$ cat src/rtl/uart_tx_cfg_if.sv
// uart_tx_cfg_if: host-side write port of the UART transmitter.
//
// Handshake: a byte is transferred on a rising clock edge where the master
// holds write_data_enable=1 and the slave presents write_data_available=1.
// write_data_available is a registered flag (no combinational path from the
// inputs), so a master may sample it one cycle ahead and rely on it.
// An enable while write_data_available=0 is silently dropped.
// busy reports that a frame is on the wire or a byte is still queued.
interface uart_tx_cfg_if #(
  parameter int DATA_BITS = 8
);
  logic [DATA_BITS-1:0] write_data;
  logic                 write_data_enable;
  logic                 write_data_available;
  logic                 busy;

  modport master (
    output write_data,
    output write_data_enable,
    input  write_data_available,
    input  busy
  );

  modport slave (
    input  write_data,
    input  write_data_enable,
    output write_data_available,
    output busy
  );
endinterface

$ cat src/rtl/uart_tx_cfg.sv
// uart_tx_cfg: parametrised UART transmitter with a one-entry holding
// register and CTS (active-low) flow control sampled at frame boundaries.
// Optional parity bit: define UART_TX_PARITY_EN to compile in the PARITY
// state (polarity chosen by PARITY_ODD); without it frames go DATA -> STOP.
// FSM state is exposed on dbg_state_o.
module uart_tx_cfg #(
  parameter int CLOCK_HZ   = 12500000,
  parameter int BAUD       = 9600,
  parameter int DATA_BITS  = 8,
  parameter int STOP_BITS  = 1,
  parameter int PARITY_ODD = 0
) (
  input  logic              clock,
  input  logic              reset_n,
  uart_tx_cfg_if.slave      wr,
  input  logic              cts,
  output logic              tx,
  output logic [2:0]        dbg_state_o
);

  localparam int DIVISOR = CLOCK_HZ / BAUD;
  localparam int CNT_W   = $clog2(DIVISOR + 1);

  localparam logic [CNT_W-1:0] CNT_LAST  = CNT_W'(DIVISOR - 1);
  localparam logic [3:0]       DATA_LAST = 4'(DATA_BITS - 1);
  localparam logic [3:0]       STOP_LAST = 4'(STOP_BITS - 1);

  localparam logic [2:0] S_IDLE   = 3'd0;
  localparam logic [2:0] S_START  = 3'd1;
  localparam logic [2:0] S_DATA   = 3'd2;
`ifdef UART_TX_PARITY_EN
  localparam logic [2:0] S_PARITY = 3'd3;
`endif
  localparam logic [2:0] S_STOP   = 3'd4;

  // Reject configurations the bit counters and baud counter cannot handle.
  if (DIVISOR < 2 || DATA_BITS < 5 || DATA_BITS > 9 ||
      STOP_BITS < 1 || STOP_BITS > 2 || PARITY_ODD < 0 || PARITY_ODD > 1) begin : g_cfg_illegal
    $error("uart_tx_cfg: illegal parameter combination");
  end

  logic [2:0]           state_q, state_d;
  logic [CNT_W-1:0]     cnt_q, cnt_d;
  logic [3:0]           bit_q, bit_d;
  logic [DATA_BITS-1:0] shift_q, shift_d;
  logic [DATA_BITS-1:0] hold_q, hold_d;
  logic                 hold_valid_q, hold_valid_d;
  logic                 tx_q, tx_d;
`ifdef UART_TX_PARITY_EN
  logic                 par_q, par_d;
`endif

  logic write_accept;
  logic cnt_wrap;
  logic start_ok;
  logic load;

  // Next-state logic: holding register write, baud counter and frame FSM.
  always_comb begin
    state_d      = state_q;
    cnt_d        = cnt_q;
    bit_d        = bit_q;
    shift_d      = shift_q;
    hold_d       = hold_q;
    hold_valid_d = hold_valid_q;
    tx_d         = tx_q;
`ifdef UART_TX_PARITY_EN
    par_d        = par_q;
`endif
    load         = 1'b0;

    // A write can never coincide with a drain: draining needs hold_valid_q=1,
    // accepting needs hold_valid_q=0.
    write_accept = wr.write_data_enable && !hold_valid_q;
    cnt_wrap     = (cnt_q == CNT_LAST);
    start_ok     = hold_valid_q && !cts;

    if (write_accept) begin
      hold_d       = wr.write_data;
      hold_valid_d = 1'b1;
    end

    if (state_q != S_IDLE) begin
      cnt_d = cnt_wrap ? '0 : cnt_q + CNT_W'(1);
    end

    case (state_q)
      S_IDLE: begin
        tx_d = 1'b1;
        if (start_ok) load = 1'b1;
      end
      S_START: begin
        if (cnt_wrap) begin
          state_d = S_DATA;
          bit_d   = 4'd0;
          tx_d    = shift_q[0];
          shift_d = shift_q >> 1;
        end
      end
      S_DATA: begin
        if (cnt_wrap) begin
          if (bit_q == DATA_LAST) begin
            bit_d = 4'd0;
`ifdef UART_TX_PARITY_EN
            state_d = S_PARITY;
            tx_d    = par_q;
`else
            state_d = S_STOP;
            tx_d    = 1'b1;
`endif
          end else begin
            bit_d   = bit_q + 4'd1;
            tx_d    = shift_q[0];
            shift_d = shift_q >> 1;
          end
        end
      end
`ifdef UART_TX_PARITY_EN
      S_PARITY: begin
        if (cnt_wrap) begin
          state_d = S_STOP;
          bit_d   = 4'd0;
          tx_d    = 1'b1;
        end
      end
`endif
      S_STOP: begin
        if (cnt_wrap) begin
          if (bit_q == STOP_LAST) begin
            // Frame boundary: chain straight into the next start bit if a
            // byte is queued and the host is ready, otherwise go idle.
            if (start_ok) begin
              load = 1'b1;
            end else begin
              state_d = S_IDLE;
              tx_d    = 1'b1;
            end
          end else begin
            bit_d = bit_q + 4'd1;
          end
        end
      end
      default: begin
        state_d = S_IDLE;
        tx_d    = 1'b1;
      end
    endcase

    // Frame start: move the queued byte into the shifter and drive the start bit.
    if (load) begin
      shift_d      = hold_q;
      hold_valid_d = 1'b0;
      tx_d         = 1'b0;
      cnt_d        = '0;
      bit_d        = 4'd0;
      state_d      = S_START;
`ifdef UART_TX_PARITY_EN
      par_d        = (^hold_q) ^ (PARITY_ODD != 0);
`endif
    end
  end

  // State registers; reset drives the line idle and empties the holding register.
  always_ff @(posedge clock or negedge reset_n) begin
    if (!reset_n) begin
      state_q      <= S_IDLE;
      cnt_q        <= '0;
      bit_q        <= 4'd0;
      shift_q      <= '0;
      hold_q       <= '0;
      hold_valid_q <= 1'b0;
      tx_q         <= 1'b1;
`ifdef UART_TX_PARITY_EN
      par_q        <= 1'b0;
`endif
    end else begin
      state_q      <= state_d;
      cnt_q        <= cnt_d;
      bit_q        <= bit_d;
      shift_q      <= shift_d;
      hold_q       <= hold_d;
      hold_valid_q <= hold_valid_d;
      tx_q         <= tx_d;
`ifdef UART_TX_PARITY_EN
      par_q        <= par_d;
`endif
    end
  end

  assign tx                      = tx_q;
  assign wr.write_data_available = !hold_valid_q;
  assign wr.busy                 = (state_q != S_IDLE) || hold_valid_q;
  assign dbg_state_o             = state_q;

endmodule

$ cat src/flat_wrapper.sv
// flat-port wrapper written by rule: the top's interface ports become plain ports
module uart_tx_cfg_flat 
#(
  parameter int CLOCK_HZ   = 12500000,
  parameter int BAUD       = 9600,
  parameter int DATA_BITS  = 8,
  parameter int STOP_BITS  = 1,
  parameter int PARITY_ODD = 0
)
  (clock, reset_n, cts, tx, dbg_state_o, wr_write_data, wr_write_data_enable, wr_write_data_available, wr_busy);
  uart_tx_cfg_if #(.DATA_BITS(DATA_BITS)) wr_i ();
  input  logic clock;
  input  logic reset_n;
  input  logic cts;
  output logic tx;
  output logic [2:0] dbg_state_o;
  input wire logic [$bits(wr_i.write_data)-1:0] wr_write_data;
  input wire logic [$bits(wr_i.write_data_enable)-1:0] wr_write_data_enable;
  output wire logic [$bits(wr_i.write_data_available)-1:0] wr_write_data_available;
  output wire logic [$bits(wr_i.busy)-1:0] wr_busy;
  assign wr_i.write_data = wr_write_data;
  assign wr_i.write_data_enable = wr_write_data_enable;
  assign wr_write_data_available = wr_i.write_data_available;
  assign wr_busy = wr_i.busy;
  uart_tx_cfg #(.CLOCK_HZ(CLOCK_HZ), .BAUD(BAUD), .DATA_BITS(DATA_BITS), .STOP_BITS(STOP_BITS), .PARITY_ODD(PARITY_ODD)) u_core (.clock(clock), .reset_n(reset_n), .wr(wr_i), .cts(cts), .tx(tx), .dbg_state_o(dbg_state_o));
endmodule
$ cat config.mk
export PLATFORM = sky130hd
export DESIGN_NAME = uart_tx_cfg_flat
export DESIGN_NICKNAME = d
export VERILOG_FILES = /design/src/rtl/uart_tx_cfg_if.sv /design/src/rtl/uart_tx_cfg.sv /design/src/flat_wrapper.sv
export SDC_FILE = /design/constraint.sdc
export NUM_CORES = 1
export LEC_CHECK = 0
export CORE_MARGIN = 2
export CORE_UTILIZATION = 30
export CTS_BUF_LIST = sky130_fd_sc_hd__clkbuf_8
export CTS_CLUSTER_SIZE = 24
export DETAILED_ROUTE_END_ITERATION = 6
export MAX_ROUTING_LAYER = met4
export PLACE_DENSITY_LB_ADDON = 0.05
export SLEW_MARGIN = 20
export SYNTH_ARGS = -nofsm -noshare
export SYNTH_HDL_FRONTEND = slang
export SYNTH_SLANG_ARGS = --single-unit
$ cat constraint.sdc
create_clock -name clock -period 2.5 [get_ports clock]
set_clock_uncertainty 0.15 [all_clocks]
set_input_delay 0.5 -clock clock [delete_from_list [all_inputs] [get_ports clock]]
set_output_delay 0.5 -clock clock [all_outputs]
set_load 0.05 [all_outputs]
## After elaboration in Yosys (flattened, before gate mapping)

Cells that the tools add are included.

| cells by class | value |
|---|---|
| reduce and logical (&&, ||, !) cells | 16 |
| eq/ne operators | 14 |
| mux-type cells | 37 |
| add/subtract/negate cells | 2 |

Operators by type and width:

| kind | count |
|---|---|
| $mux 11 | 3 |
| $mux 8 | 4 |
| $mux 4 | 6 |
| $mux 3 | 7 |
| $pmux 8 s2 | 1 |
| $ne 3x1->1 const B | 5 |
| $mux 1 | 12 |
| $pmux 3 s4 | 1 |
| $pmux 4 s3 | 1 |
| $add 11x1->11 const B | 1 |
| $eq 11x11->1 const B | 1 |
| $reduce_and 5->1 | 2 |
| $reduce_and 7->1 | 1 |
| $ne 3x2->1 const B | 2 |
| $reduce_bool 3->1 | 2 |
| $add 4x1->4 const B | 1 |
| $eq 4x3->1 const B | 1 |
| $logic_not 4->1 | 1 |
| $reduce_and 4->1 | 1 |
| $reduce_bool 2->1 | 2 |
| $reduce_bool 4->1 | 1 |
| $eq 3x1->1 const B | 1 |
| $eq 3x2->1 const B | 1 |
| $eq 3x3->1 const B | 1 |
| other kinds (8) | 10 |

| storage, ports and cells | value |
|---|---|
| input port bits | 12 |
| logic and storage cells | 76 |
| flip-flop bits (word level) | 36 |
| output and inout port bits | 6 |

## Depth between registers and ports, before layout

| logic depth | value |
|---|---|
| word-level depth | 8 |
| mapped depth | 9 |
| mapped depth without buffers | 7 |

## Worst setup path after synthesis

Ideal clock, no wire load.

| timing path | value |
|---|---|
| path type | register to output |
| from | register u_core.state_q[0], in the netlist u_core.dbg_state_o[0] |
| to | output wr_busy |
| required time | 1,850 ps |
| path buffers | 1 |
| setup slack | 208 ps |
| stages on the path, launching flop included | 4 |
| arrival | 1,642 ps |
| cells stage by stage | dfrtp_1 > clkbuf_1 > nor3_1 > nand2_1 |

| on the way | value |
|---|---|
| cells in the longest elaborated chain, start to end | 2 |

RTL lines:

| element | RTL line | text |
|---|---|---|
| from (decl) | uart_tx_cfg.sv:42 | `logic [2:0] state_q, state_d;` |
| from (signal assigned) | uart_tx_cfg.sv:177 | `state_q <= state_d;` |
| $reduce_bool 3->1 | uart_tx_cfg.sv:192 | `assign wr.busy = (state_q != S_IDLE) \|\| hold_valid_q;` |
| $logic_or 1x1->1 | uart_tx_cfg.sv:192 |  |
| to (decl) | flat_wrapper.sv:20 | `output wire logic [$bits(wr_i.busy)-1:0] wr_busy;` |

Every way passes these cells.

## Final worst setup path

| timing path | value |
|---|---|
| from | register u_core.state_q[1], in the netlist u_core.dbg_state_o[1] |
| to | output dbg_state_o[1] |

RTL lines:

| element | RTL line | text |
|---|---|---|
| to (decl) | flat_wrapper.sv:16 | `output logic [2:0] dbg_state_o;` |

No word-level cell between the ends.

==> results_dict.tcl <==
set metrics [dict create \
    status "finished, final reports clean" \
    worst-path-buf-inv 1 \
    first_iter_violations 72 \
    holdPathEnd "u_core.shift_q[3]" \
    slowest_stage "clkdlybuf4s50_1" \
    grt.overflow.total 0 \
    dpl.hpwl_um 2920 \
    hold_violations 0 \
    crit_fanout 12 \
    p_leak_nw 0.936 \
    routedWlPerCell_um 13.6 \
    vdd_drop_max_mv 0.347 \
    reg2reg_from "u_core.cnt_q[6]" \
    drv_slew 0 \
    gp_congestion 0.766 \
    grt_max_degree 37 \
    synth_area_um2 1940 \
    worstReg2RegEnd "u_core.shift_q[0]" \
    firstDrtPassIters 4 \
    rows 29 \
    tritoncts "built" \
    grt_usage 0.126 \
    grt_pass1_wl_um 6920 \
    ctsResizeCount 0 \
    crit_path_start "u_core.dbg_state_o[1]" \
    viasPerCell 4.90 \
    clkTransAtPathRegs_ns 0.07 \
    die_area_um2 7120 \
    seq_area_frac_synth 0.465 \
    arrival_ns 1.74 \
    finalWorstSetupSlack_ns 0.106 \
    fill_cells 663 \
    diodes 0 \
    synthArstFlopShare 1.00 \
    synth_top_cell_by_area "dfrtp_1" \
    cp_data_required_time_ns 1.85 \
    yosys_warnings 0 \
    synth_top_area_frac 0.452 \
    wl_um 4030 \
    synthTopCellsByArea "dfrtp_1 45%, mux2_2 4.6%, nand2_1 4.6%" \
    synth_ff_type "dfrtp_1" \
    stdcell_area_um2 2360 \
    r2r_slack_ns 0.14 \
    drtAntennaViolNets 0 \
    maxCapViolCount 0 \
    hp-start "u_core.hold_q[3]" \
    syn2layout_area_growth_pct 21.9 \
    start_kind "flop" \
    setup_tns_ns 0 \
    postCtsSetupRepairBufs 0 \
    cts_buffers 5 \
    crit_type "flop to output port" \
    yosys_register_bits 36 \
    place_ws_ns 0.142 \
    power_density_nw_per_um2 826 \
    worstSkewPairLatency_ns 0.29 \
    ios 18 \
    dpl-instance-area_um2 2230 \
    die-height_um 84.4 \
    crit_chain "clkdlybuf4s50_1" \
    drive_gt1_frac 0.192 \
    antenna_found_initial 0 \
    synth_fp_nets 209 \
    setup_violations 0 \
    worst_r2r_path_depth 5 \
    hp-class "flop to flop" \
    syn_inst 193 \
    die_x_um 84.4 \
    end_kind "output port" \
    core_region_area_um2 6310 \
    synth_edf_count 0 \
    port_buffers 17 \
    final_common_cell "dfrtp_1" \
    cts-root-buf "clkbuf_8" \
    cts_buffer_depth 2 \
    rsz0062_at_grt "no" \
    drc 0 \
    synthDistinctLibCells 45 \
    vias 1450 \
    fin_nets 234 \
    cts.sinks 36 \
    cts_max_level 2 \
    grt_pass1_vias 1506 \
    holdPathStages 2 \
    cts_hold_buf 0 \
    initial_utilization 0.307 \
    synth.avg_cell_area_um2 10.0 \
    fmax_mhz 418 \
    worst_pin_slew_ns 0.549 \
    fin_crit_ns 2.39 \
    critPathTopFamily "buffers and inverters" \
    mostFrequentLayoutCells "35 x dfrtp_1, 24 x nand2_1, 16 x nor2_1" \
    fin_crit_sh 0.958 \
    critical-path-max-stage-delay_ns 0.88 \
    relSlewSlack 0.630 \
]
registers in the layout, summed over array words and instances (netlist names):
signal	count
u_core.cnt_q	11
u_core.hold_q	8
u_core.shift_q	8
u_core.bit_q	4
u_core.dbg_state_o	3
u_core.hold_valid_q	1
u_core.tx	1
routing by layer:
| metal | routed length [um] | global-route usage | vias to the layer above | share of wire |
|---|---|---|---|---|
| li1 | - | - | 728 | - |
| met1 | 1970 | 0.155 | 703 | 0.49 |
| met2 | 1870 | 0.199 | 15 | 0.46 |
| met3 | 119 | 0.0315 | 4 | 0.030 |
| met4 | 62 | 0.0491 | 0 | 0.015 |
| met5 | 0 | - | - | 0 |
kinds of logic (layout without fill, tap and decap cells):
kind of cell,after synthesis,count (layout),synth area share
AND/OR/NAND/NOR,69,69,0.186
AO/OA/AOI/OAI,47,47,0.175
flip-flops,36,36,0.465
buffers and inverters,16,42,0.0387
multiplexers,15,15,0.0826
XOR/XNOR,6,6,0.0271
adder cells (fa/ha/maj),4,4,0.0258
cells in the mapped netlist (4+ instances only):
| cell | number |
|---|---|
| dfrtp_1 | 35 |
| nand2b_1 | 5 |
| mux2_2 | 8 |
| inv_1 | 9 |
| or3_1 | 5 |
| mux2i_1 | 7 |
| o21ai_0 | 12 |
| nor2_1 | 16 |
| clkbuf_1 | 4 |
| a21oi_1 | 7 |
| o21ai_2 | 8 |
| ha_1 | 4 |
| nand2_1 | 24 |
worst max path at each step:
stage | slack (ns) | cells after the start | endpoint
4_1_cts | 0.11 | 1 | dbg_state_o[1]
3_5_place_dp | 0.14 | 5 | u_core.shift_q[0]
5_1_grt | 0.04 | 1 | dbg_state_o[1]
6_report | 0.11 | 1 | dbg_state_o[1]
3_3_place_gp | 0.18 | 5 | u_core.shift_q[3]
2_1_floorplan | 0.21 | 3 | wr_busy
final cells by class:
cell class,count,area (um2),share of cell area
clock buffer,7,96.3,0.0408
clock inverter,1,30.0,0.0127
inverter,9,33.8,0.0143
multi-input combinational,141,967,0.409
sequential,36,902,0.382
tap,77,96.3,0.0408
timing repair buffer,25,238,0.101
metrics by stage:
step	std cells	util	total power [W]	hold slack (ns)
after floorplan	193	-	0.00125	0.0544
after global placement	288	0.354	0.00139	0.314
after detailed placement	288	0.354	0.00141	0.310
after CTS	296	0.374	0.00198	0.332
after global routing	296	0.374	0.00208	0.370
final	296	0.374	0.00195	0.327
power breakdown:
| part | switching [W] | leakage (nW) | total, W | internal [W] |
|---|---|---|---|---|
| logic | 0.000249 | 0.422 | 0.000486 | 0.000236 |
| clock network | 0.000210 | 0.0645 | 0.000562 | 0.000352 |
| registers | 0.000132 | 0.449 | 0.000905 | 0.000773 |
No activity file was read; power rests on OpenSTA's default activity.
